--- src/rtl/ascii_digit_streamer_pkg.sv ---
// Shared types and constants for the ASCII digit streamer.
package ascii_digit_streamer_pkg;

  typedef enum logic [1:0] {
    IDLE,
    CONVERT,
    EMIT,
    DONE
  } state_e;

  localparam logic [7:0] ASCII_ZERO  = 8'h30;
  localparam logic [7:0] ASCII_SPACE = 8'h20;

  // Largest number that fits in the given count of decimal digits.
  function automatic int max_display(input int digits);
    int m;
    m = 1;
    for (int i = 0; i < digits; i++) m = m * 10;
    return m - 1;
  endfunction

endpackage

--- src/rtl/ascii_digit_streamer_if.sv ---
// Control and character-stream signals between a producer of values and the streamer.
interface ascii_digit_streamer_if #(
  parameter int VALUE_WIDTH = 10
) ();

  logic                   start;
  logic [VALUE_WIDTH-1:0] value;
  logic                   busy;
  logic [7:0]             charData;
  logic                   charValid;
  logic                   charReady;
  logic                   done;

  modport master (
    output start, value, charReady,
    input  busy, charData, charValid, done
  );

  modport slave (
    input  start, value, charReady,
    output busy, charData, charValid, done
  );

endinterface

--- src/rtl/bcdToASCII.sv ---
// Maps each packed BCD nibble to its ASCII digit; all bytes read zero when disabled.
module bcdToASCII
  import ascii_digit_streamer_pkg::*;
#(
  parameter int BCD_NUMBER_LENGTH = 3
) (
  input  logic [4*BCD_NUMBER_LENGTH-1:0] bcdNumber,
  input  logic                           asciiEnable,
  output logic [8*BCD_NUMBER_LENGTH-1:0] asciiNumber
);

  always_comb begin
    asciiNumber = '0;
    if (asciiEnable) begin
      for (int i = 0; i < BCD_NUMBER_LENGTH; i++) begin
        asciiNumber[i*8 +: 8] = ASCII_ZERO + {4'h0, bcdNumber[i*4 +: 4]};
      end
    end
  end

endmodule

--- src/rtl/ascii_digit_streamer.sv ---
// Converts a binary value to decimal with double dabble, then streams it
// most significant digit first as ASCII over a valid/ready handshake.
module ascii_digit_streamer
  import ascii_digit_streamer_pkg::*;
#(
  parameter int DIGITS        = 3,
  parameter int VALUE_WIDTH   = 10,
  parameter int BLANK_LEADING = 1
) (
  input logic                  clk,
  input logic                  reset,
  ascii_digit_streamer_if.slave bus
);

  localparam int BCD_W     = 4 * DIGITS;
  localparam int IDX_W     = (DIGITS > 1) ? $clog2(DIGITS) : 1;
  localparam int CNT_W     = $clog2(VALUE_WIDTH + 1);
  localparam int MAX_VALUE = max_display(DIGITS);

  state_e                 state_q, state_d;
  logic [VALUE_WIDTH-1:0] shift_q, shift_d;
  logic [BCD_W-1:0]       bcd_q, bcd_d;
  logic [CNT_W-1:0]       cnt_q, cnt_d;
  logic [IDX_W-1:0]       idx_q, idx_d;

  logic [BCD_W-1:0]       bcd_adj;
  logic [63:0]            value_ext;
  logic [8*DIGITS-1:0]    ascii_num;
  logic [7:0]             char_sel;
  logic                   blank;

  assign value_ext = 64'(bus.value);

  always_comb begin
    state_d = state_q;
    shift_d = shift_q;
    bcd_d   = bcd_q;
    cnt_d   = cnt_q;
    idx_d   = idx_q;
    bcd_adj = bcd_q;
    case (state_q)
      IDLE: begin
        if (bus.start) begin
          shift_d = (value_ext > 64'(MAX_VALUE)) ? VALUE_WIDTH'(MAX_VALUE) : bus.value;
          bcd_d   = '0;
          cnt_d   = '0;
          state_d = CONVERT;
        end
      end
      CONVERT: begin
        // Add-3 correction before each shift keeps every nibble a legal BCD digit.
        for (int i = 0; i < DIGITS; i++) begin
          if (bcd_adj[i*4 +: 4] >= 4'd5) bcd_adj[i*4 +: 4] = bcd_adj[i*4 +: 4] + 4'd3;
        end
        bcd_d   = BCD_W'({bcd_adj, shift_q[VALUE_WIDTH-1]});
        shift_d = shift_q << 1;
        cnt_d   = cnt_q + 1'b1;
        if (cnt_q == CNT_W'(VALUE_WIDTH - 1)) begin
          idx_d   = IDX_W'(DIGITS - 1);
          state_d = EMIT;
        end
      end
      EMIT: begin
        if (bus.charReady) begin
          if (idx_q == '0) state_d = DONE;
          else             idx_d   = idx_q - 1'b1;
        end
      end
      DONE:    state_d = IDLE;
      default: state_d = IDLE;
    endcase
  end

  always_ff @(posedge clk) begin
    if (reset) begin
      state_q <= IDLE;
      shift_q <= '0;
      bcd_q   <= '0;
      cnt_q   <= '0;
      idx_q   <= '0;
    end else begin
      state_q <= state_d;
      shift_q <= shift_d;
      bcd_q   <= bcd_d;
      cnt_q   <= cnt_d;
      idx_q   <= idx_d;
    end
  end

  bcdToASCII #(
    .BCD_NUMBER_LENGTH(DIGITS)
  ) u_bcd_to_ascii (
    .bcdNumber  (bcd_q),
    .asciiEnable(state_q == EMIT),
    .asciiNumber(ascii_num)
  );

  // A digit is blanked only if it and every more significant digit are zero.
  always_comb begin
    blank = (BLANK_LEADING != 0) && (idx_q != '0);
    for (int j = 0; j < DIGITS; j++) begin
      if ((j >= int'(idx_q)) && (bcd_q[j*4 +: 4] != 4'd0)) blank = 1'b0;
    end
    char_sel = ascii_num[int'(idx_q)*8 +: 8];
  end

  assign bus.busy      = (state_q != IDLE);
  assign bus.charValid = (state_q == EMIT);
  assign bus.done      = (state_q == DONE);
  assign bus.charData  = (state_q == EMIT) ? (blank ? ASCII_SPACE : char_sel) : 8'h00;

endmodule

--- src/flat_wrapper.sv ---
// flat-port wrapper written by rule: the top's interface ports become plain ports
module ascii_digit_streamer_flat import ascii_digit_streamer_pkg::*;
#(
  parameter int DIGITS        = 3,
  parameter int VALUE_WIDTH   = 10,
  parameter int BLANK_LEADING = 1
)
  (clk, reset, bus_start, bus_value, bus_charReady, bus_busy, bus_charData, bus_charValid, bus_done);
  ascii_digit_streamer_if #(.VALUE_WIDTH(VALUE_WIDTH)) bus_i ();
  input logic clk;
  input logic reset;
  input wire logic [$bits(bus_i.start)-1:0] bus_start;
  input wire logic [$bits(bus_i.value)-1:0] bus_value;
  input wire logic [$bits(bus_i.charReady)-1:0] bus_charReady;
  output wire logic [$bits(bus_i.busy)-1:0] bus_busy;
  output wire logic [$bits(bus_i.charData)-1:0] bus_charData;
  output wire logic [$bits(bus_i.charValid)-1:0] bus_charValid;
  output wire logic [$bits(bus_i.done)-1:0] bus_done;
  assign bus_i.start = bus_start;
  assign bus_i.value = bus_value;
  assign bus_i.charReady = bus_charReady;
  assign bus_busy = bus_i.busy;
  assign bus_charData = bus_i.charData;
  assign bus_charValid = bus_i.charValid;
  assign bus_done = bus_i.done;
  ascii_digit_streamer #(.DIGITS(DIGITS), .VALUE_WIDTH(VALUE_WIDTH), .BLANK_LEADING(BLANK_LEADING)) u_core (.clk(clk), .reset(reset), .bus(bus_i));
endmodule
--- config.mk ---
export PLATFORM = sky130hd
export DESIGN_NAME = ascii_digit_streamer_flat
export DESIGN_NICKNAME = d
export VERILOG_FILES = /design/src/rtl/ascii_digit_streamer_pkg.sv /design/src/rtl/ascii_digit_streamer_if.sv /design/src/rtl/bcdToASCII.sv /design/src/rtl/ascii_digit_streamer.sv /design/src/flat_wrapper.sv
export SDC_FILE = /design/constraint.sdc
export NUM_CORES = 1
export LEC_CHECK = 0
export BUFFER_PORTS_ARGS = -buffer_cell sky130_fd_sc_hd__buf_2
export CAP_MARGIN = 20
export CORE_AREA = 8 8 92 78
export DETAILED_ROUTE_END_ITERATION = 6
export DIE_AREA = 0 0 100 86
export PLACE_DENSITY_LB_ADDON = 0.3
export SKIP_CTS_REPAIR_TIMING = 1
export SLEW_MARGIN = 25
export SYNTH_ARGS = -nofsm -noshare
export SYNTH_HDL_FRONTEND = slang
export SYNTH_SLANG_ARGS = --single-unit
--- constraint.sdc ---
create_clock -name clk -period 1.6 [get_ports clk]
set_input_delay 0.16 -clock clk [delete_from_list [all_inputs] [get_ports clk]]
set_output_delay 0.16 -clock clk [all_outputs]
set_load 0.005 [all_outputs]
==> out/summary.json <==
{
  "synthesis": {
    "postSynthAreaPerCell_um2": 9.06,
    "synth-compound-area-share_pct": 23.9,
    "yosys-mux-area-fraction_pct": 7.17,
    "ys.warnings.count": 0,
    "synth_async_sr_flop_share_pct": 0,
    "yosys.cell_count.top_type": "dfxtp_1",
    "synth.ff_latch_count": 30,
    "synth_simple_gate_area_share_pct": 17.7,
    "distinct_cells_synth": 48,
    "post_synth_inst_count": 212,
    "synth_area_leader_cell": "dfxtp_1",
    "synth_common_cells": "30 x dfxtp_1, 20 x nor2_1, 17 x ha_1, 17 x inv_1, 12 x nand2_1",
    "ys_seq_area_share_pct": 31.3,
    "synth_top_cells_by_area": "dfxtp_1 31%, ha_1 11%, mux2i_1 5.2%, a211oi_2 3.9%, nor2_1 3.9%",
    "synth_edf_count": 0,
    "synth_adder_area_share_pct": 11.1,
    "combinational_family_with_the_most_area_after_synthesis": "compound AO/OA/AOI/OAI gates",
    "synth_top_area_share_pct": 31.3,
    "synth_xor_area_share_pct": 1.82,
    "primary_ff_master_synth": "dfxtp_1",
    "mappedNetlistArea_um2": 1920
  },
  "clock_network": {
    "clk_pin_slew_ps": 70,
    "clock_insertion_delay_worst_skew_ps": 280,
    "cts-buffers-inserted": 5,
    "clock-root-buffer": "clkbuf_8",
    "clock_path_buffers": 2,
    "cts.sinks": 30,
    "tritoncts_clock_tree": "built",
    "cts_htree_levels": 2
  },
  "final_layout": {
    "multiInputGateArea_um2": 1360,
    "finish.cell_count_without_fillers": 347,
    "final_layout_size_suffix_gt1_share_pct": 43.6,
    "final_layout_fill_cell_count": 586,
    "num-nets-final": 296,
    "num_antenna_cells": 0,
    "storage_cell_area_um2": 611,
    "area_growth_syn_to_layout_pct": 34.0
  },
  "global_route": {
    "first_global_vias": 1643,
    "grt_max_degree": 18,
    "globalRouteTotalUtil_pct": 10.9,
    "grt_pass1_wl_mm": 7.60,
    "grt_overflow": 0,
    "antenna_violations_before_repair": 0
  },
  "placement": {
    "port-buffer-count": 22,
    "hpwlAfterDp_mm": 3.44,
    "setup_slack_after_placement_ps": -50.2,
    "place_inst": 334,
    "routabilityCongestion": 0.824
  },
  "drt": {
    "detail-route-antenna-nets": 0,
    "routed_via_density": 4.82,
    "drt-wirelength-per-cell_um": 13.5,
    "drt_pre_antenna_iters": 4,
    "remaining_drc_errors": 0,
    "route.vias.total": 1673,
    "iteration_0_drc_count_of_the_detailed_router": 47,
    "wl_mm": 4.70
  },
  "outcome": {
    "failing_checks": "setup timing",
    "status": "finished with violations"
  },
  "worst_hold_path": {
    "worst_hold_path_class": "in2reg"
  },
  "critical_path": {
    "crit_path_max_incr_delay_ps": 340,
    "timing.critical_path.from_type": "flip-flop",
    "timing.critical_path.required_ps": 1440,
    "crit_slowest_cell": "dfxtp_1",
    "timing.critical_path.cells": "inv_1 > ha_4 > nor3b_4 > o221ai_2 > nand2_2 > a21oi_2 > buf_2",
    "worst_setup_path_end_kind": "output pin",
    "crit_type": "reg2out",
    "critical_path.max_fanout": 5,
    "cp.arrival_ps": 1610
  },
  "floorplan": {
    "starting_density_of_the_core_pct": 33.7,
    "io_pins": 25,
    "die_height_um": 86,
    "width_of_the_chip_um": 100,
    "row_count": 25,
    "floorplan.die_area_um2": 8600,
    "floorplan.core_area_um2": 5690
  },
  "power": {
    "p_per_area_nw_per_um2": 1450,
    "internal_power_w": 0.00224,
    "net-switching-power_w": 0.00150,
    "clockPowerShare_pct": 17.3,
    "power_frac_seq_pct": 27.8,
    "leakage_dissipation_nw": 1.11,
    "sw_frac_of_total_pct": 40.1,
    "peak_ir_drop_on_the_vdd_network_uv": 1050,
    "comb_power_share_pct": 55.0
  },
  "sta": {
    "skew_ps": 6.89,
    "report.final.setup_viol": 6,
    "drv_slew": 0,
    "layout_worst_path_cycle_share_pct": 111,
    "grt_setup_unrepaired": "yes",
    "worst_setup_margin_ps": -171,
    "achievable-frequency_mhz": 565,
    "final_period_minus_worst_setup_slack_ps": 1770,
    "finalHoldViolCount": 0
  },
  "job": {
    "drv.max_cap_violation_count": 0
  }
}
## final timing paths
kind	start	endpoint	slack [ps]	cells after the start
worst max register to register	u_core.bcd_q[4]	u_core.bcd_q[6]	110	6
worst min-delay path	bus_value[2]	u_core.shift_q[2]	120	3
worst min register to register	u_core.shift_q[0]	u_core.shift_q[0]	460	2
worst max-delay path	u_core.bcd_q[8]	bus_charData[4]	-170	7
## power groups by stage
stage | sequential (W) | clock, W | combinational, W
2_1_floorplan | 0.00102 | 0 | 0.00124
3_3_place_gp | 0.00103 | 0 | 0.00178
3_5_place_dp | 0.00103 | 0 | 0.00180
4_1_cts | 0.00102 | 0.000667 | 0.00180
5_1_grt | 0.00106 | 0.000702 | 0.00226
6_report | 0.00104 | 0.000646 | 0.00206
## layout make-up
type                       count  area share [%]
tap                           81            3.94
sequential                    30            23.7
timing repair buffer          54            13.5
multi-input combinational    157            52.6
inverter                      17            2.48
clock inverter                 2           0.486
clock buffer                   6            3.21
## stage by stage
stage	hold WS, ps	TNS, ps	power [W]	area [um2]	utilization, %
2_1_floorplan	296	0	0.00226	1920	-
3_3_place_gp	416	-11.5	0.00281	2280	40.0
3_5_place_dp	427	-57.1	0.00283	2280	40.0
4_1_cts	122	-1820	0.00349	2370	41.7
5_1_grt	123	-1540	0.00402	2570	45.2
6_report	123	-963	0.00374	2570	45.2
## registers in the layout, indices dropped and copies added (netlist names)
name            flops
u_core.bcd_q       12
u_core.shift_q     10
u_core.cnt_q        4
u_core.idx_q        2
u_core.state_q      2
## cells in the final DEF, fill, tap and decap left out, drive strengths merged, types with 2 or more instances in the layout
cell	instances
nand3	3
nand2b	7
a21oi	10
a211oi	10
nand3b	2
dfxtp	30
a22oi	6
buf	53
conb	2
nor2b	3
nand2	12
nor3	3
clkbuf	7
o41ai	3
o21ai	9
ha	17
mux2	3
nor2	28
a32oi	2
xnor2	3
mux2i	10
nor3b	3
inv	17
o22ai	2
a22o	7
## cell families (layout without fill, tap and decap cells)
| group | after synthesis | after routing |
|---|---|---|
| compound gates | 57 | 57 |
| xor+xnor | 4 | 4 |
| fa+ha+maj | 17 | 17 |
| buf+inv | 27 | 79 |
| flops | 30 | 30 |
| mux | 13 | 13 |
| other cells | 1 | 2 |
| simple gates | 63 | 64 |
## worst max-delay path, delay by kind of cell (launching register included)
family          cells  cell delay, ps
flops               1             340
simple gates        2             290
compound gates      2             340
fa+ha+maj           1             160
buf+inv             2             190
## routing by layer
| layer | vias to the layer above | GRT usage [%] | wire length, um |
|---|---|---|---|
| met4 | 0 | 4.52 | 65 |
| met5 | - | 0 | 0 |
| li1 | 864 | - | - |
| met3 | 6 | 2.35 | 134 |
| met1 | 776 | 14.6 | 2520 |
| met2 | 27 | 16.3 | 1980 |
(Power assumes the default switching activity.)
